`src/rtl/pfpu_seq_if.sv`:
```
// pfpu_seq_if: program-memory and register-file/ALU port bundle of the PFPU
// program sequencer.
//
//   pm_a    seq -> pm    program memory read address (synchronous RAM)
//   pm_d    pm  -> seq   instruction word, valid one cycle after pm_a
//   a_addr  seq -> rf    register-file read address, operand A
//   b_addr  seq -> rf    register-file read address, operand B
//   alu_op  seq -> alu   opcode aligned with the register-file read data
//   w_addr  seq -> rf    write-back register address
//   w_en    seq -> rf    write-back strobe
//
// The sequencer is the master. None of these signals has a ready: the
// program memory and register file always accept, and every valid/strobe
// means "this cycle's data is meaningful" and carries no backpressure.
interface pfpu_seq_if #(
    parameter int PC_W = 11
);
    logic [PC_W-1:0] pm_a;
    logic [24:0]     pm_d;
    logic [6:0]      a_addr;
    logic [6:0]      b_addr;
    logic [3:0]      alu_op;
    logic [6:0]      w_addr;
    logic            w_en;

    modport master (
        output pm_a, a_addr, b_addr, alu_op, w_addr, w_en,
        input  pm_d
    );

    modport slave (
        input  pm_a, a_addr, b_addr, alu_op, w_addr, w_en,
        output pm_d
    );
endinterface

```
`src/rtl/pfpu_seq.sv`:
```
// pfpu_seq: PFPU program sequencer. Fetches one instruction per cycle for a
// vertex pass, drives register-file read addresses and the ALU opcode, and
// schedules each result's write-back through an 8-slot delay line indexed by
// the opcode latency.
//
// Ports:
//   sys_clk        system clock
//   sys_rst        synchronous reset, active-high
//   start          begin a vertex pass (honoured only when idle)
//   last_pc        address of the last instruction, sampled on start
//   busy           high while fetching or draining
//   vertex_done    one-cycle pulse at the end of a pass
//   err_collision  sticky write-back collision flag
//   dbg_state      current FSM state (IDLE=0, FETCH=1, DRAIN=2)
//   bus            pfpu_seq_if master: pm_a/pm_d, a_addr/b_addr, alu_op,
//                  w_addr/w_en
//
// Build option:
//   PFPU_COLLISION_DETECT_EN  when defined, a write-back landing on an
//   occupied delay-line slot sets err_collision (cleared by the next accepted
//   start). When undefined, err_collision is tied to 0. In both builds the
//   later instruction overwrites the slot.
module pfpu_seq #(
    parameter int PC_W = 11
) (
    input  logic            sys_clk,
    input  logic            sys_rst,
    input  logic            start,
    input  logic [PC_W-1:0] last_pc,
    output logic            busy,
    output logic            vertex_done,
    output logic            err_collision,
    output logic [1:0]      dbg_state,
    pfpu_seq_if.master      bus
);

    typedef enum logic [1:0] {
        S_IDLE  = 2'd0,
        S_FETCH = 2'd1,
        S_DRAIN = 2'd2
    } state_t;

    state_t          state_q, state_d;
    logic [PC_W-1:0] pc_q, pc_d;
    logic [PC_W-1:0] last_pc_q, last_pc_d;
    logic            vertex_done_q, vertex_done_d;
    logic            issue_v_q;
    logic [3:0]      alu_op_q;

    // Write-back delay line: slot 0 is the one being written this cycle.
    logic [7:0]      slot_v_q, slot_v_d;
    logic [6:0]      slot_a_q [8];
    logic [6:0]      slot_a_d [8];

    logic [3:0]      op_dec;
    logic [2:0]      lat;

    // Cycles from issue to write-back; 0 means the opcode writes nothing.
    function automatic logic [2:0] latency(input logic [3:0] op);
        case (op)
            4'd0:       latency = 3'd0;   // NOP
            4'd1, 4'd2: latency = 3'd5;   // FADD, FSUB
            4'd3:       latency = 3'd7;   // FMUL
            4'd4, 4'd5: latency = 3'd2;   // FABS, F2I
            4'd6:       latency = 3'd3;   // I2F
            4'd7:       latency = 3'd0;   // VECTOUT
            default:    latency = 3'd1;
        endcase
    endfunction

    // The instruction word is only meaningful the cycle after a fetch;
    // otherwise the decode sees a NOP.
    assign op_dec = issue_v_q ? bus.pm_d[24:21] : 4'd0;
    assign lat    = latency(op_dec);

    assign bus.a_addr = issue_v_q ? bus.pm_d[20:14] : 7'd0;
    assign bus.b_addr = issue_v_q ? bus.pm_d[13:7]  : 7'd0;
    assign bus.pm_a   = (state_q == S_FETCH) ? pc_q : '0;
    assign bus.alu_op = alu_op_q;
    assign bus.w_addr = slot_a_q[0];
    // Gated by reset so no write escapes in the cycle reset is sampled.
    assign bus.w_en   = slot_v_q[0] & ~sys_rst;

    assign busy        = (state_q != S_IDLE);
    assign vertex_done = vertex_done_q;
    assign dbg_state   = state_q;

`ifdef PFPU_COLLISION_DETECT_EN
    logic coll_hit;
    logic err_q, err_d;
    assign err_collision = err_q;
`else
    assign err_collision = 1'b0;
`endif

    // Delay line: shift toward slot 0, then drop the issued entry at slot L.
    // Inserting after the shift means an entry placed at slot L reaches
    // slot 0 exactly L cycles later.
    always_comb begin
        slot_v_d = {1'b0, slot_v_q[7:1]};
        for (int i = 0; i < 7; i++) begin
            slot_a_d[i] = slot_a_q[i+1];
        end
        slot_a_d[7] = 7'd0;
`ifdef PFPU_COLLISION_DETECT_EN
        coll_hit = 1'b0;
`endif
        if (lat != 3'd0) begin
`ifdef PFPU_COLLISION_DETECT_EN
            coll_hit = slot_v_d[lat];
`endif
            slot_v_d[lat] = 1'b1;
            slot_a_d[lat] = bus.pm_d[6:0];
        end
    end

    always_comb begin
        state_d       = state_q;
        pc_d          = pc_q;
        last_pc_d     = last_pc_q;
        vertex_done_d = 1'b0;
`ifdef PFPU_COLLISION_DETECT_EN
        err_d         = err_q | coll_hit;
`endif
        case (state_q)
            S_IDLE: begin
                if (start) begin
                    pc_d      = '0;
                    last_pc_d = last_pc;
                    state_d   = S_FETCH;
`ifdef PFPU_COLLISION_DETECT_EN
                    err_d     = 1'b0;
`endif
                end
            end
            S_FETCH: begin
                if (pc_q == last_pc_q) begin
                    state_d = S_DRAIN;
                end else begin
                    pc_d = pc_q + 1'b1;
                end
            end
            S_DRAIN: begin
                // vertex_done is registered, so look at the next line
                // contents: the pass ends once nothing is left to write,
                // including anything the final issue would have inserted.
                if (slot_v_d == 8'd0) begin
                    state_d       = S_IDLE;
                    vertex_done_d = 1'b1;
                end
            end
            default: state_d = S_IDLE;
        endcase
    end

    always_ff @(posedge sys_clk) begin
        if (sys_rst) begin
            state_q       <= S_IDLE;
            pc_q          <= '0;
            last_pc_q     <= '0;
            vertex_done_q <= 1'b0;
            issue_v_q     <= 1'b0;
            alu_op_q      <= 4'd0;
            slot_v_q      <= 8'd0;
            for (int i = 0; i < 8; i++) begin
                slot_a_q[i] <= 7'd0;
            end
`ifdef PFPU_COLLISION_DETECT_EN
            err_q         <= 1'b0;
`endif
        end else begin
            state_q       <= state_d;
            pc_q          <= pc_d;
            last_pc_q     <= last_pc_d;
            vertex_done_q <= vertex_done_d;
            issue_v_q     <= (state_q == S_FETCH);
            alu_op_q      <= op_dec;
            slot_v_q      <= slot_v_d;
            for (int i = 0; i < 8; i++) begin
                slot_a_q[i] <= slot_a_d[i];
            end
`ifdef PFPU_COLLISION_DETECT_EN
            err_q         <= err_d;
`endif
        end
    end

endmodule
```
`src/flat_wrapper.sv`:
```
// flat-port wrapper written by rule: the top's interface ports become plain ports
module pfpu_seq_flat 
#(
    parameter int PC_W = 11
)
  (sys_clk, sys_rst, start, last_pc, busy, vertex_done, err_collision, dbg_state, bus_pm_a, bus_a_addr, bus_b_addr, bus_alu_op, bus_w_addr, bus_w_en, bus_pm_d);
  pfpu_seq_if #(.PC_W(PC_W)) bus_i ();
  input  logic sys_clk;
  input  logic sys_rst;
  input  logic start;
  input  logic [PC_W-1:0] last_pc;
  output logic busy;
  output logic vertex_done;
  output logic err_collision;
  output logic [1:0] dbg_state;
  output wire logic [$bits(bus_i.pm_a)-1:0] bus_pm_a;
  output wire logic [$bits(bus_i.a_addr)-1:0] bus_a_addr;
  output wire logic [$bits(bus_i.b_addr)-1:0] bus_b_addr;
  output wire logic [$bits(bus_i.alu_op)-1:0] bus_alu_op;
  output wire logic [$bits(bus_i.w_addr)-1:0] bus_w_addr;
  output wire logic [$bits(bus_i.w_en)-1:0] bus_w_en;
  input wire logic [$bits(bus_i.pm_d)-1:0] bus_pm_d;
  assign bus_pm_a = bus_i.pm_a;
  assign bus_a_addr = bus_i.a_addr;
  assign bus_b_addr = bus_i.b_addr;
  assign bus_alu_op = bus_i.alu_op;
  assign bus_w_addr = bus_i.w_addr;
  assign bus_w_en = bus_i.w_en;
  assign bus_i.pm_d = bus_pm_d;
  pfpu_seq #(.PC_W(PC_W)) u_core (.sys_clk(sys_clk), .sys_rst(sys_rst), .start(start), .last_pc(last_pc), .busy(busy), .vertex_done(vertex_done), .err_collision(err_collision), .dbg_state(dbg_state), .bus(bus_i));
endmodule
```
`config.mk`:
```
export PLATFORM = sky130hd
export DESIGN_NAME = pfpu_seq_flat
export DESIGN_NICKNAME = d
export VERILOG_FILES = /design/src/rtl/pfpu_seq_if.sv /design/src/rtl/pfpu_seq.sv /design/src/flat_wrapper.sv
export SDC_FILE = /design/constraint.sdc
export NUM_CORES = 1
export LEC_CHECK = 0
export ABC_CLOCK_PERIOD_IN_PS = 1700
export CAP_MARGIN = 0
export CORE_MARGIN = 2
export CORE_UTILIZATION = 33
export DETAILED_ROUTE_END_ITERATION = 10
export GPL_TIMING_DRIVEN = 0
export PLACE_DENSITY = 0.65
export SLEW_MARGIN = 30
export SYNTH_ARGS = -nofsm -noshare
export SYNTH_HDL_FRONTEND = slang
export SYNTH_SLANG_ARGS = --single-unit
```
`constraint.sdc`:
```
create_clock -name sys_clk -period 1.7 [get_ports sys_clk]
set_clock_uncertainty 0.1 [all_clocks]
set_input_delay 0.34 -clock sys_clk [delete_from_list [all_inputs] [get_ports sys_clk]]
set_output_delay 0.34 -clock sys_clk [all_outputs]
set_load 0.1 [all_outputs]
```
=== Yosys cells after proc, flatten, opt, wreduce, memory -nomap -nowiden ===
Memories as Yosys holds them, arrays and structs flattened.
Index checks and enable logic that the tools add are counted.

* Bits in registers: 38
* RAM bits: 56
* ROM bits: 24
* Output and inout port bits: 42
* Word-level logic and storage cells: 76
* Memories kept: 2

* Add/subtract/negate cells: 1
* $lt $le $gt $ge: 4
* Eq/ne operators: 7
* Mux-type cells: 31
* Bitwise logic cells: 13
* Reduce and logical (&&, ||, !) cells: 11

{| class="wikitable"
|+ Memory list
! name !! words !! bits a word !! read ports !! clocked after Yosys merged registers in !! wr ports !! RTL line !! text
|-
| u_core.slot_a_q || 8 || 7 || 8 || 0 || 8 || pfpu_seq.sv:52 || <nowiki>logic [6:0] slot_a_q [8];</nowiki>
|-
| (name not given) || 8 || 3 || 1 || 0 || 0 || pfpu_seq.sv:60 || <nowiki>case (op)</nowiki>
|}

{| class="wikitable"
|+ Operators with widths
! cell !! number
|-
| $mux 7 || 11
|-
| $bwmux 56 || 1
|-
| $mux 56 || 1
|-
| $mux 11 || 3
|-
| $pmux 11 s2 || 1
|-
| $demux 7 s3 || 1
|-
| $add 11x1->11 const B || 1
|-
| $eq 11x11->1 || 1
|-
| $logic_not 8->1 || 1
|-
| $mux 8 || 1
|-
| $or 1x1->1 || 8
|-
| $or 7x8->8 || 1
|-
| $mux 2 || 3
|-
| $ne 2x2->1 const B || 3
|-
| $pmux 2 s3 || 1
|-
| $reduce_and 3->1 || 2
|-
| $mux 1 || 5
|-
| $ge 4x4->1 const B || 1
|-
| $lt 3x4->1 const B || 1
|-
| $lt 4x1->1 const B || 1
|-
| $mux 4 || 1
|-
| $not 3->4 || 1
|-
| $reduce_bool 2->1 || 2
|-
| $demux 1 s3 || 1
|-
| other kinds (12) || 14
|}

=== Depth between registers and ports, before layout ===
An unclocked memory read counts as a cell.

* Word-level depth: 12
* Depth in mapped cells: 7
* Depth with buffers taken out: 5

=== Least setup slack after synthesis ===
No wires, ideal clock.

* Path type: register to output
* Start: register u_core.state_q[0] (netlist: u_core.dbg_state[0])
* End: output port bus_pm_a[0]
* Arrival: 2.291 ns
* Setup slack: -1.031 ns
* Cell stages (with the launch flop): 4
* Buffers on the path: 1
* Cell sequence: dfxtp_1 and2b_2 clkbuf_1 and2_1

* Word-level cells in the longest chain between the ends: 2

{| class="wikitable"
|+ RTL lines
! item !! RTL line !! text
|-
| start: declaration || pfpu_seq.sv:43 || <nowiki>state_t state_q, state_d;</nowiki>
|-
| start signal: assignment || pfpu_seq.sv:172 || <nowiki>state_q <= state_d;</nowiki>
|-
| $eq 2x1->1 || pfpu_seq.sv:78 || <nowiki>assign bus.pm_a = (state_q == S_FETCH) ? pc_q : '0;</nowiki>
|-
| $mux 11 || pfpu_seq.sv:78 ||
|-
| end: declaration || flat_wrapper.sv:16 || <nowiki>output wire logic [$bits(bus_i.pm_a)-1:0] bus_pm_a;</nowiki>
|}

No other way between the ends.

=== Worst setup path after layout ===
* Start: register u_core.state_q[1] (netlist: u_core.dbg_state[1])
* End: output port bus_pm_a[1]

Same word-level chain as after synthesis.

==> metrics.csv <==
stage;metric;value;unit
job;max_cap_violations;0;
synth;syn_inst;379;
clock_network;cts_sinks;94;
clock_network;htreeDepth;3;
synth;synth_ff_type;dfxtp_1;
critical_path;slowest_delay;350;ps
timing;clock.fmax;540;MHz
clock_network;cts_hold_buf;0;
synth;ys_async_sr_fraction;0;
critical_path;path_class;reg -> out;
layout;postLayoutCoreUtil;0.520;
drt;drt_wl_total;8620;um
global_route;grt_pass1_wl;13700;um
synth;syn_area_per_cell;9.42;um^2
clock_network;clk_path_buf_depth;2;
die;num_rows;37;
power;p_leak;2.13;nW
drt;vias_per_cell;4.61;
synth;ys_ff_latch;94;
critical_path;crit_chain;and2b_2 -> buf_8 -> and2_4 -> buf_12;
synth;synth.net_count;419;
global_route;overflow;0;
layout;drive_above_1_share;0.329;
timing;whs;271;ps
drt;wl_met1;3770;um
hold_path;hp-class;in -> reg;
critical_path;critical_path_required;1260;ps
power;total_power;4.82;mW
timing;relSlewSlack;0.649;
layout;fin_nets;525;
global_route;track_usage;0.152;
hold_path;hold_start;sys_rst;
layout;diodes;0;
drt;dr_total_vias;2887;
placed_design;port_buffers;78;
placed_design;routabilityCongestion;0.816;
status;status;complete, but fails checks;
layout;fin_area;5420;um^2
layout;layoutNonFillerInstCount;626;
die;die_area;11700;um^2
synth;synth_warnings;0;
drt;drcViolationCount;0;
timing;setup_ws;-153;ps
clock_network;clk-insertion-delay-late;360;ps
die;start_util;0.343;
die;io_pins;81;
critical_path;cp-end-kind;primary output;
drt;firstDrtPassIters;4;
placed_design;dpl.cell_count;593;
power;power_density;890;nW/um^2
critical_path;worst-path-max-fanout;10;
drt;antenna_left;0;
clock_network;cts-root-buf;clkbuf_8;
timing;hold_viol_final;0;
critical_path;arrival;1410;ps
synth;yosys.area.top_type;dfxtp_1;
critical_path;startpoint_type;flop;
die;core;10400;um^2
die;die_h;108;um
timing;tightest_slew;526;ps
status;violations;negative setup slack;
placed_design;dp_hpwl;5930;um
drt;top_layer_used;met4;
timing;grt_setup_unrepaired;true;
synth;synth_top_cell_area_share;0.527;
timing;final.period_utilization;1.09;
synth;synth-edff-count;0;
drt;met2_length;4440;um
drt;drtIter0Drc;97;
synth;synth_area;3570;um^2
layout;syn_to_final_growth;51.9;%
global_route;grt_max_degree;18;
clock_network;clk_pin_slew;90;ps
global_route;antenna_found_initial;0;
global_route;grt_pass1_vias;2818;
placed_design;dpl_cell_area;4610;um^2
timing;period_needed;1850;ps
die;fp.dieW;108;um
power;vdd_drop_max;0.000441;V
critical_path;startpoint;u_core.dbg_state[1]$_SDFFE_PP0P_;
timing;drv_slew;0;
critical_path;r2r_start;u_core.dbg_state[1]$_SDFFE_PP0P_;
synth;synthTopCellsByArea;dfxtp_1, mux2i_1, and2_1;
synth;yosys.cell_types.count;39;
drt;routedWlPerCell;13.8;um
clock_network;numCtsBuffers;9;
clock_network;tritoncts;yes;
critical_path;cpMaxStageDelayCell;dfxtp_4;
drt;wl_met3;329;um
synth;seq_area_frac_synth;0.527;
timing;setup_violations;33;
==> worst max-delay path: cells and delay by family (launching register included) <==
family                 cells  cell delay, ps
and+or+nand+nor            2             400
buffers and inverters      2             300
DFF                        1             350
==> placed cells by master (no fill, tap or decap), types with 6 or more instances in the layout <==
master | Yosys | final
dfxtp_1 | 94 | 81
nand2_1 | 37 | 37
clkdlybuf4s50_1 | 0 | 35
nor2_1 | 34 | 31
buf_4 | 10 | 27
buf_12 | 0 | 27
and2_4 | 0 | 25
nor2b_1 | 26 | 25
a21oi_1 | 30 | 25
mux2i_1 | 21 | 21
buf_2 | 3 | 10
nand3_1 | 13 | 9
xnor2_1 | 11 | 9
clkbuf_8 | 0 | 9
and2_1 | 32 | 8
dfxtp_4 | 0 | 7
clkbuf_1 | 13 | 6
dfxtp_2 | 0 | 6
==> metrics by stage <==
step / TNS, ps / setup slack (ps)
floorplan: -2880 / -189
CTS: -3200 / -184
global placement: -45250 / -1200
global route: -4380 / -216
finish: -2460 / -153
detailed placement: -46960 / -1210
==> registers in the layout (all words and copies together), names as in the netlist <==
name,flops
u_core.slot_a_q,56
u_core.last_pc_q,11
u_core.pc_q,11
u_core.slot_v_q,8
u_core.bus.alu_op,4
u_core.dbg_state,2
u_core.issue_v_q,1
u_core.vertex_done,1
==> kinds of logic (layout without fill, tap and decap cells) <==
family / Yosys count / in the layout / synth area share
and+or+nand+nor: 175 / 175 / 0.265
buffers and inverters: 31 / 142 / 0.0484
DFF: 94 / 94 / 0.527
AOI/OAI and AO/OA: 44 / 44 / 0.0666
muxes: 21 / 21 / 0.0589
xor gates and xnor gates: 12 / 12 / 0.0295
other: 1 / 1 / 0.00105
adders and majority gates: 1 / 1 / 0.00351
==> final timing paths <==
path / to / slack, ps / cells past startpoint
setup reg to reg: u_core.pc_q[9]$_SDFFE_PP0P_ / -120 / 7
hold reg to reg: u_core.slot_a_q[0][0]$_SDFF_PP0_ / 340 / 1
setup / recovery: bus_pm_a[1] / -150 / 4
hold / removal: u_core.slot_v_q[7]$_SDFF_PP0_ / 270 / 2
==> cell usage after synthesis, types with 2 or more instances <==
cell type  count
a21oi_1       30
a31oi_1        2
and2_1        32
and3_1         2
and3b_1        2
buf_1          2
buf_2          3
buf_4         10
buf_6          2
clkbuf_1      13
dfxtp_1       94
mux2i_1       21
nand2_1       37
nand2b_1       3
nand3_1       13
nand3b_1       2
nand4_1        4
nor2_1        34
nor2b_1       26
nor3b_1        2
nor4bb_1       2
o21ai_0        5
o31ai_1        5
or3_1          4
or4_1          5
xnor2_1       11
==> layout make-up <==
type / instances / area (um^2)
tap: 136 / 170
timing repair buffer: 96 / 1150
buffer: 29 / 234
inverter: 1 / 3.75
fill: 936 / 5000
clock buffer: 9 / 124
sequential: 94 / 1920
clock inverter: 7 / 103
multi-input combinational: 254 / 1720
==> power breakdown <==
part	total, mW	internal, mW	switching [mW]
registers	2.28	2.24	0.0362
clock network	1.65	0.849	0.804
logic	0.892	0.379	0.513
total	4.82	3.47	1.35
==> repair_timing <==
item | CTS | global route
gates cloned | 1 | 0
pin swaps | 3 | 14
endpoints found under the setup margin | 70 | 76
setup buffers | 11 | 6
gates resized for setup | 329 | 55
==> layer usage <==
layer,up-vias,global-route usage
met5,-,0
met3,9,0.0458
met2,59,0.276
met4,0,0.0357
met1,1362,0.175
li1,1457,-
(Power assumes the default switching activity.)
==> variant 1 (same flow settings) <==
`PC_W` is set to 11 in 3 places; all go to 13.
--- a/src/rtl/pfpu_seq_if.sv
+++ b/src/rtl/pfpu_seq_if.sv
@@ -13,7 +13,7 @@
 // program memory and register file always accept, and every valid/strobe
 // means "this cycle's data is meaningful" and carries no backpressure.
 interface pfpu_seq_if #(
-    parameter int PC_W = 11
+    parameter int PC_W = 13
 );
     logic [PC_W-1:0] pm_a;
     logic [24:0]     pm_d;
--- a/src/rtl/pfpu_seq.sv
+++ b/src/rtl/pfpu_seq.sv
@@ -21,7 +21,7 @@
 //   start). When undefined, err_collision is tied to 0. In both builds the
 //   later instruction overwrites the slot.
 module pfpu_seq #(
-    parameter int PC_W = 11
+    parameter int PC_W = 13
 ) (
     input  logic            sys_clk,
     input  logic            sys_rst,
--- a/src/flat_wrapper.sv
+++ b/src/flat_wrapper.sv
@@ -1,7 +1,7 @@
 // flat-port wrapper written by rule: the top's interface ports become plain ports
 module pfpu_seq_flat 
 #(
-    parameter int PC_W = 11
+    parameter int PC_W = 13
 )
   (sys_clk, sys_rst, start, last_pc, busy, vertex_done, err_collision, dbg_state, bus_pm_a, bus_a_addr, bus_b_addr, bus_alu_op, bus_w_addr, bus_w_en, bus_pm_d);
   pfpu_seq_if #(.PC_W(PC_W)) bus_i ();
Ports: changed (resized bus_pm_a and last_pc); port bits go from 81 to 85. No check against the original RTL was run, so the function may have changed too.
==> variant 1 against the original RTL <==
- wire length is 20% higher
- utilization is 1.9 points higher
- fmax is 1.3% higher
- critical path depth stayed put
- the run still ends with setup timing left
- global-route usage is 0.84 points higher
- power is 12% higher
- synthesized cell count is 11% higher
- first-iteration DRC count is 140% higher
- sequential cell count is 4 higher
- final area is 14% higher
- sequential share of layout area is 2.4 points lower
- setup slack better by 23 ps
- synthesized area is 8.4% higher
- highest routed layer unchanged
==> variant 1: results (changes against the original RTL) <==
Outcome
  • Status: finished with violations
  • Failing checks: setup timing

Critical path
  • Worst reg-to-reg path cell count: 5 (-2)
  • Crit path DAT: 1390 ps (-20 ps)
  • Highest-delay cell along the critical path: dfxtp_4
  • Reg2reg start: u_core.pc_q[8]$_SDFFE_PP0P_
  • CP Max Fanout: 5 (-5)
  • Reg-to-Reg End: u_core.pc_q[9]$_SDFFE_PP0P_
  • Cell family with most CP delay: flip-flops
  • Largest stage delay on the critical path: 370 ps (+20 ps)
  • Reg2Reg Setup Slack: -120 ps (about the same)

Global routing
  • Global-route wire length before repair: 16200 µm (+18%)
  • Number of global-route vias before repair: 3220 (+14%)
  • Initial antenna violation count: 0 (unchanged)
  • Total GRT Usage: 0.161 (+0.00842)
  • Largest net degree at the start of global routing: 18 (unchanged)

Hold path
  • Hold Crit Depth: 2 (unchanged)
  • Hold Path End: u_core.bus.alu_op[2]$_SDFF_PP0_
  • Worst min path class: input port to flip-flop
  • Hold Startpoint: bus_pm_d[23]

Final layout
  • Ant. Diodes: 0 (unchanged)
  • Fill count: 950 (+1.5%)
  • Nets@finish: 586 (+12%)
  • Layout cells sized above 1: 0.379 (+0.0503)
  • Largest registers: u_core.slot_a_q (56), u_core.last_pc_q (13), u_core.pc_q (13)

Drt
  • Met1 wire length: 4310 µm (+14%)
  • Drt first pass iters: 4 (unchanged)
  • Final wirelength: 10300 µm (+20%)
  • Routed met2 length: 5010 µm (+13%)
  • Drt via density: 4.83 (+4.8%)
  • Max Used Layer: met4
  • Met3 WL: 779 µm (+140%)
  • Initial DRC Count: 228 (+140%)
  • Post-DRT Antenna Nets: 0 (unchanged)

Placement
  • Area post-placement: 4970 µm² (+7.8%)
  • Gp weighted congestion: 0.884 (+8.3%)
  • IO Port Bufs: 82 (+5.1%)
  • DP Wirelength: 6520 µm (+9.8%)

Pwr
  • Max VDD drop: 0.539 mV (+22%)
  • Switch Pwr: 1520 µW (+12%)
  • Pleak: 0.00244 µW (+15%)

STA
  • Worst setup margin: -130 ps (+23.2 ps)
  • Final setup viols: 26 (-21%)
  • Min Hold Slack: 214 ps (-56.3 ps)
  • Slew margin rel.: 0.632 (-0.0174)

Logic synthesis
  • Sequential fraction of the synthesis area: 0.507 (-0.0201)
  • Largest cells by area after synthesis: dfxtp_1 51%, mux2i_1 7.8%, and2_1 5.5%
  • Synth Warn #: 0 (unchanged)
  • Commonest cells post-synth: 98 x dfxtp_1, 54 x nand2_1, 36 x nor2_1
  • Netlist cell types: 40 (+2.6%)
  • Synthesized net count: 462 (+10%)

Clock tree
  • Clk root buf: clkbuf_16
  • Clock-pin slew on the worst setup and hold paths: 70 ps (-20 ps)
  • Clock buffer depth: 2 (unchanged)
  • H-tree Lvls: 3 (unchanged)
  • Clk_lat worst skew: 340 ps (-20 ps)
  • Cts bufs inserted: 9 (unchanged)
## variant 1: routing by layer
layer	up-vias	track usage
met5	-	0
met4	0	0.0707
met3	25	0.0432
met2	126	0.257
met1	1570	0.204
li1	1624	-
## variant 1: cell type report
type                       count  area (µm²)  area share
multi-input combinational    285        2050       0.333
sequential                    98        2030       0.329
timing repair buffer         116        1360       0.221
clock buffer                   9         225      0.0366
buffer                        29         213      0.0346
tap                          143         179      0.0291
clock inverter                 7        77.6      0.0126
inverter                       5        18.8     0.00305
## variant 1: through the flow
step,total power (µW),util,instances,worst slack (ps),TNS [ps]
6_report,5400,0.539,692,-130,-2220
5_1_grt,5590,0.539,692,-192,-3770
4_1_cts,5360,0.516,682,-131,-2860
3_5_place_dp,3160,0.435,645,-1070,-54890
3_3_place_gp,3150,0.435,645,-1060,-51700
2_1_floorplan,2920,-,420,-46.5,-996
## variant 1: worst max-delay path by stage
stage	startpoint	endpoint	cells after the start
after floorplan	u_core.issue_v_q$_SDFF_PP0_	bus_a_addr[6]	3
after global placement	u_core.issue_v_q$_SDFF_PP0_	bus_a_addr[6]	4
after detailed placement	u_core.issue_v_q$_SDFF_PP0_	bus_b_addr[1]	4
after CTS	u_core.dbg_state[0]$_SDFFE_PP0P_	bus_pm_a[0]	4
after global routing	u_core.pc_q[7]$_SDFFE_PP0P_	u_core.pc_q[9]$_SDFFE_PP0P_	5
final	u_core.dbg_state[1]$_SDFFE_PP0P_	bus_pm_a[6]	4
## variant 1: worst reg2reg max path: stages, from the launching register on
cell	delay, ps
dfxtp_4	370
xnor2_2	160
nand3_2	130
o41a_1	510
o2111a_1	310
mux2i_1	130
## variant 1: power by group through the flow
stage / combinational [µW] / clock, µW / sequential, µW
final: 977 / 2070 / 2360
after global routing: 1030 / 2200 / 2360
after CTS: 904 / 2090 / 2370
after detailed placement: 737 / 0 / 2430
after global placement: 729 / 0 / 2420
after floorplan: 457 / 0 / 2460
## variant 1: cells by family (layout without fill, tap and decap cells)
logic type | Yosys count | count (layout) | share of synthesized area
simple gates | 197 | 197 | 0.260
flops | 98 | 98 | 0.507
compound gates | 42 | 42 | 0.0679
buf+inv | 37 | 166 | 0.0476
mux | 30 | 30 | 0.0776
xor+xnor | 14 | 14 | 0.0356
fa+ha+maj | 1 | 1 | 0.00323
other cells | 1 | 1 | 0.000970
## variant 1: timing repair
action | CTS | global route
pin swaps | 21 | 25
gates cloned | 4 | 0
setup buffers | 18 | 12
setup endpoints to repair | 103 | 73
hold buffers | 0 | 0
resized for setup | 391 | 59
==> variant 2 (same settings) <==
Without the edit above. The output `vertex_done` loses its register stage (`vertex_done_q` becomes a continuous assignment).
--- a/src/rtl/pfpu_seq.sv
+++ b/src/rtl/pfpu_seq.sv
@@ -158,7 +158,6 @@
             state_q       <= S_IDLE;
             pc_q          <= '0;
             last_pc_q     <= '0;
-            vertex_done_q <= 1'b0;
             issue_v_q     <= 1'b0;
             alu_op_q      <= 4'd0;
             slot_v_q      <= 8'd0;
@@ -172,7 +171,6 @@
             state_q       <= state_d;
             pc_q          <= pc_d;
             last_pc_q     <= last_pc_d;
-            vertex_done_q <= vertex_done_d;
             issue_v_q     <= (state_q == S_FETCH);
             alu_op_q      <= op_dec;
             slot_v_q      <= slot_v_d;
@@ -185,4 +183,6 @@
         end
     end
 
+    assign vertex_done_q = vertex_done_d;
+
 endmodule
Check against the original RTL: not equivalent (Yosys sat finds a counterexample within 4 cycles, from zero or initial values and one cycle with sys_rst high).
==> variant 2 against the original RTL <==
- the run still ends with setup timing left
- power increased by 3.4%
- synthesized area increased by 1.2%
- setup slack got worse by 550 ps
- sequential cell count decreased by 1
- sequential share of layout area decreased by 2.4 points
- clock power decreased by 12%
- wire length increased by 17%
- synthesized cell count increased by 2.4%
- non-clock buffer count increased by 21
- final area increased by 7.0%
- via count increased by 9.1%
- critical endpoint is now vertex_done
- largest cell class unchanged
==> variant 2: results (changes against the original RTL) <==
Pwr
  • Clk. pwr: 1450 µW (-12%)
  • Pleak: 0.00221 µW (+3.9%)
  • Flop pwr share: 0.454 (-0.018)
  • Logic pwr share: 0.256 (+0.071)
  • Max VDD drop: 0.499 mV (+13%)

Drt
  • Drt first pass iters: 5 (+1)
  • Met1 wire length: 4300 µm (+14%)
  • Drt via density: 4.77 (+3.5%)
  • Met3 WL: 625 µm (+90%)
  • Mean routed wirelength per cell: 15.3 µm (+11%)
  • Routed met2 length: 4960 µm (+12%)
  • Initial DRC Count: 168 (+73%)

Critical path
  • Worst reg-to-reg path cell count: 8 (+1)
  • Crit path DAT: 1970 ps (+560 ps)
  • CP Max Fanout: 4 (-6)
  • Reg-to-Reg End: u_core.pc_q[2]$_SDFFE_PP0P_
  • Reg2reg start: u_core.pc_q[3]$_SDFFE_PP0P_

Final layout
  • Fill count: 911 (-2.7%)
  • Nonclk inv count: 3 (+2)
  • Clock network area share: 0.0321 (-0.00965)
  • Area delta synth->final: 60.7%
  • NonClk Buf Share: 0.278 (+0.0222)
  • Seq/total area: 0.330 (-0.0237)
  • Final Instance Count excl. Fillers: 660 (+5.4%)
  • Layout cells sized above 1: 0.394 (+0.0657)
  • #MultiIn Comb: 264 (+3.9%)
  • Footprint of the multi-input gates: 1900 µm² (+11%)
  • Largest registers: u_core.slot_a_q (56), u_core.last_pc_q (11), u_core.pc_q (11)
  • Nets@finish: 557 (+6.1%)

Logic synthesis
  • Synth Area in Adders: 0.00347 (-0.0000401)
  • Post-Synth XOR/XNOR Area: 0.0291 (-0.000337)
  • Sequential fraction of the synthesis area: 0.516 (-0.0116)
  • Post-Synthesis Cells: 388 (+2.4%)
  • Post-synthesis register bit count: 93 (-1.1%)
  • Synth Area in Compound Gates: 0.0801 (+0.0134)
  • Syn avg cell area: 9.30 µm² (-1.2%)
  • Largest cells by area after synthesis: dfxtp_1 52%, and2_1 6.1%, a21oi_1 4.9%
  • Post-synthesis mux area share: 0.0388 (-0.0201)
  • Commonest cells post-synth: 93 x dfxtp_1, 44 x nand2_1, 35 x a21oi_1, 35 x and2_1, 28 x nor2b_1

STA
  • Worst setup margin: -707 ps (-554 ps)
  • Final setup viols: 40 (+21%)
  • Min Hold Slack: 272 ps (+1.54 ps)

Global routing
  • GRT met2 Usage: 0.283 (+0.00720)
  • Met1 Track Usage GR: 0.202 (+0.0274)
  • Total GRT Usage: 0.167 (+0.0153)
  • Number of global-route vias before repair: 3104 (+10%)

Placement
  • IO Port Bufs: 79 (+1.3%)
  • Pre-CTS WS: -1910 ps (-695 ps)
  • Area post-placement: 4680 µm² (+1.5%)
  • DP Wirelength: 6030 µm (+1.7%)
  • Dpl cells: 607 (+2.4%)

Hold path
  • Hold Path End: u_core.bus.alu_op[1]$_SDFF_PP0_
  • Hold Startpoint: bus_pm_d[22]

Outcome
  • Status: finished with violations
  • Failing checks: setup timing
variant 2: logic make-up (layout without fill, tap and decap cells):
kind of cell,count (synthesis),after routing
other,1,1
buffers and inverters,31,163
AOI/OAI and AO/OA,51,51
adders and majority gates,1,1
and+or+nand+nor,185,185
muxes,14,14
DFF,93,93
xor gates and xnor gates,12,12
variant 2: worst max-delay path by stage:
stage                                      from          end  slack, ps  cells after the start
floorplan           u_core.issue_v_q$_SDFF_PP0_  vertex_done       -690                      6
global placement                   bus_pm_d[22]  vertex_done      -1900                      7
detailed placement                 bus_pm_d[21]  vertex_done      -1910                      6
CTS                 u_core.issue_v_q$_SDFF_PP0_  vertex_done       -750                      6
global route        u_core.issue_v_q$_SDFF_PP0_  vertex_done       -780                      6
finish              u_core.issue_v_q$_SDFF_PP0_  vertex_done       -710                      7
variant 2: repair_timing:
action | CTS | global route
resized for setup | 391 | 45
hold buffers | 0 | 0
pin swaps | 34 | 21
gates cloned | 2 | 0
setup endpoints to repair | 91 | 68
setup buffers | 36 | 6
